$ cat src/rtl/global_chain_pkg.sv
// Shared types and LFSR helpers for the global-clock register chain checker.
package global_chain_pkg;

    typedef enum logic [1:0] {
        IDLE  = 2'd0,
        FILL  = 2'd1,
        CHECK = 2'd2
    } chain_state_t;

    // Feedback taps at bits 15, 13, 12 and 10.
    localparam logic [15:0] LFSR_TAPS    = 16'hB400;
    localparam logic [15:0] DEFAULT_SEED = 16'hACE1;

    function automatic logic [15:0] lfsr16_next(input logic [15:0] l);
        return {l[14:0], ^(l & LFSR_TAPS)};
    endfunction

endpackage

$ cat src/rtl/global_lfsr16.sv
// 16-bit Fibonacci LFSR with synchronous reload to SEED and step enable.
module global_lfsr16
    import global_chain_pkg::*;
#(
    parameter logic [15:0] SEED = DEFAULT_SEED
) (
    input  logic        clk,
    input  logic        resetn,
    input  logic        load,
    input  logic        adv,
    output logic [15:0] value
);

    always_ff @(posedge clk or negedge resetn) begin
        if (!resetn) begin
            value <= SEED;
        end else if (load) begin
            value <= SEED;
        end else if (adv) begin
            value <= lfsr16_next(value);
        end
    end

endmodule

$ cat config.mk
export PLATFORM = sky130hd
export DESIGN_NAME = global_lfsr16
export DESIGN_NICKNAME = d
export VERILOG_FILES = /design/src/rtl/global_chain_pkg.sv /design/src/rtl/global_lfsr16.sv
export SDC_FILE = /design/constraint.sdc
export NUM_CORES = 1
export LEC_CHECK = 0
export ABC_AREA = 1
export BUFFER_PORTS_ARGS = -buffer_cell sky130_fd_sc_hd__buf_2
export CORE_AREA = 4 4 46 48
export CTS_BUF_LIST = sky130_fd_sc_hd__clkbuf_16
export DETAILED_ROUTE_END_ITERATION = 16
export DIE_AREA = 0 0 50 52
export PLACE_DENSITY = 0.6
export RECOVER_POWER = 25
export SYNTH_ARGS = -nofsm -noshare
export SYNTH_HDL_FRONTEND = slang
export SYNTH_SLANG_ARGS = --single-unit
export TNS_END_PERCENT = 10
$ cat constraint.sdc
create_clock -name clk -period 2.85 [get_ports clk]
set_input_delay 0.4275 -clock clk [delete_from_list [all_inputs] [get_ports clk]]
set_output_delay 0.4275 -clock clk [all_outputs]
set_load 0.005 [all_outputs]
==> out/results.ini <==
[logic_synthesis]
syn-num-nets = 73
ys.flop_type = dfstp_2
synth.most_common_cell = nand2_1
ys_seq_area_share_pct = 61.08
ys_top_cells_by_area = dfstp_2 31%, dfrtp_1 30%, nand2_1 8.9%
synth-async-reset-ratio_pct = 100.0
yosys-top-cells-count = 16 x nand2_1, 15 x inv_1, 8 x dfrtp_1, 8 x dfstp_2
syn_area_per_cell_sq_um = 9.738
syn_inst = 69
yosysWarnings = 0
ys_seq_elements = 16
syn_area_sq_um = 671.9
synth_top_area_share_pct = 31.28
synth_edf_count = 0
synth_area_leader_cell = dfstp_2
synth_cell_types = 11

[floorplan]
rows = 15
die_w_microns = 50
initial_core_util_pct = 39.34
die_area_sq_um = 2600
core_sq_um = 1708
dieHeight_microns = 52
io_pins = 20

[pwr]
p_switching_mw = 0.1297
cellPowerDensity_nw_per_um2 = 670.5
leakagePower_nw = 0.4571
switching_share_pct = 22.09
clkPwrFrac_pct = 45.6
power_mw = 0.5873
combPwrFrac_pct = 10.7
pwr-share-seq_pct = 43.7
vdd_drop_max_uv = 317.0
p_int_mw = 0.4575

[clock_tree]
tritoncts = yes
cts.sinks = 16
clockRootBuffer = clkbuf_16
cts_buffer_depth = 2
clk_latency_ns = 0.24
hold_buffers = 0
postCtsSetupBuffers = 0
htree_levels = 1
cts_buffers = 3
post_cts_resized = 0
clk_pin_slew_ns = 0.05

[grt]
grt_pass1_vias = 548
grt_overflow_total = 0
grt_pass1_wl_mm = 2.346
antenna_found_initial = 0
grt_max_degree = 17
grt_usage_pct = 12.00

[worst_setup_path]
crit_family = flip-flops
critPathMaxStageDelay_ns = 0.54
critical_path_class = reg -> out
worstSetupStartpointType = register
crit_fanout = 4
cp_num_buf_inv = 1
crit_required_ns = 2.42
worstSetupEndpointType = output port
arrival_ns = 0.90
crit_chain = buf_2
critical_path.slowest_cell = dfstp_2

[detailed_routing]
wl_met2_microns = 648
antenna_left = 0
routed-wl-met3_microns = 72
drc_errors = 0
drtIter0Drc = 7
vias = 535
top_layer_used = met3
vias_per_cell = 4.573
dr.pass1.iters = 6
wirelength_mm = 1.358
routedWlPerCell_microns = 11.61
wl_met1_microns = 637

[run]
max_cap_viol_count = 0

[timing]
setup-tns-final_ns = 0
worst_pin_slew_ns = 0.8022
setup_ws_ns = 1.523
rsz0062_at_grt = false
clock.fmax_ghz = 0.7536
fin_crit_ns = 1.327
fin_skew_ns = 0.004462
finalHoldViolations = 0
slew_violations = 0
max_slew_margin_pct = 46.52
setup_viol = 0
finalCritPeriodShare_pct = 46.56

[placement]
place.gp.congestion = 0.6902
hpwl_mm = 1.044
port_buffers = 19
placed_cells = 113
pre_cts_ws_ns = 1.690

[status]
status = finished, final reports clean

[min_path]
hp-class = in -> async

[layout]
final_nets = 97
top_regs = value: 16 flops
drive_above_1_share_pct = 36.96
num_antenna_cells = 0
fillers = 152
largest_reg_flops = 16
stdcell_count = 117
area_growth_pct = 30.35
top_register = value

-- cells by family after synthesis --
group	after synthesis	share of synthesized area, %
simple gates	19	13.03
buf+inv	18	10.06
flops	16	61.08
compound gates	16	15.83
-- stage by stage --
| step | hold WS [ns] | utilization (%) | cell area [sq um] |
|---|---|---|---|
| global placement | 0.3545 | 46.74 | 798.3 |
| global route | 0.3290 | 51.28 | 875.8 |
| floorplan | 0.1319 | - | 671.9 |
| finish | 0.2467 | 51.28 | 875.8 |
| CTS | 0.09151 | 51.36 | 877.1 |
| detailed placement | 0.3523 | 46.74 | 798.3 |
-- routing by layer --
| metal | GRT usage, % | up-vias |
|---|---|---|
| li1 | - | 270 |
| met1 | 16.24 | 246 |
| met2 | 18.26 | 19 |
| met3 | 1.719 | 0 |
| met4 | 6.912 | 0 |
| met5 | 0 | - |
-- worst paths after layout --
check / depth (start not counted) / to / slack [ns] / from
max reg2reg: 6 / value[0] / 1.82 / value[10]
min in group clk: 3 / value[0] / 0.47 / adv
max: 1 / value[10] / 1.52 / value[10]
max in group asynchronous: 1 / value[12] / 2.10 / resetn
min reg2reg: 2 / value[7] / 0.50 / value[6]
min: 1 / value[4] / 0.25 / resetn
-- cells in the final DEF (no fill, tap or decap) --
cell / Yosys / final
a21oi_1: 1 / 1
a22oi_1: 7 / 7
buf_2: 0 / 18
clkbuf_1: 0 / 1
clkbuf_16: 0 / 3
clkinv_1: 0 / 1
dfrtp_1: 8 / 8
dfstp_2: 8 / 8
inv_1: 15 / 15
inv_2: 3 / 3
nand2_1: 16 / 16
nand3_1: 1 / 1
nor2_4: 2 / 2
o21ai_0: 1 / 1
o22ai_1: 7 / 7
-- layout make-up --
| class | count | area (sq um) | area share, % |
|---|---|---|---|
| Clock buffer | 3 | 75.07 | 8.571 |
| Clock inverter | 1 | 3.754 | 0.4286 |
| Inverter | 18 | 67.56 | 7.714 |
| Multi-Input combinational cell | 35 | 193.9 | 22.14 |
| Sequential cell | 16 | 410.4 | 46.86 |
| Tap cell | 25 | 31.28 | 3.571 |
| Timing Repair Buffer | 19 | 93.84 | 10.71 |
-- power by group through the flow --
stage	clock network, mW	registers (mW)	logic, mW
after floorplan	0	0.261	0.0328
after global placement	0	0.259	0.0637
after detailed placement	0	0.260	0.0645
after CTS	0.273	0.257	0.0651
after global routing	0.284	0.259	0.0737
final	0.268	0.257	0.0629
No activity file was read; power rests on OpenSTA's default activity.
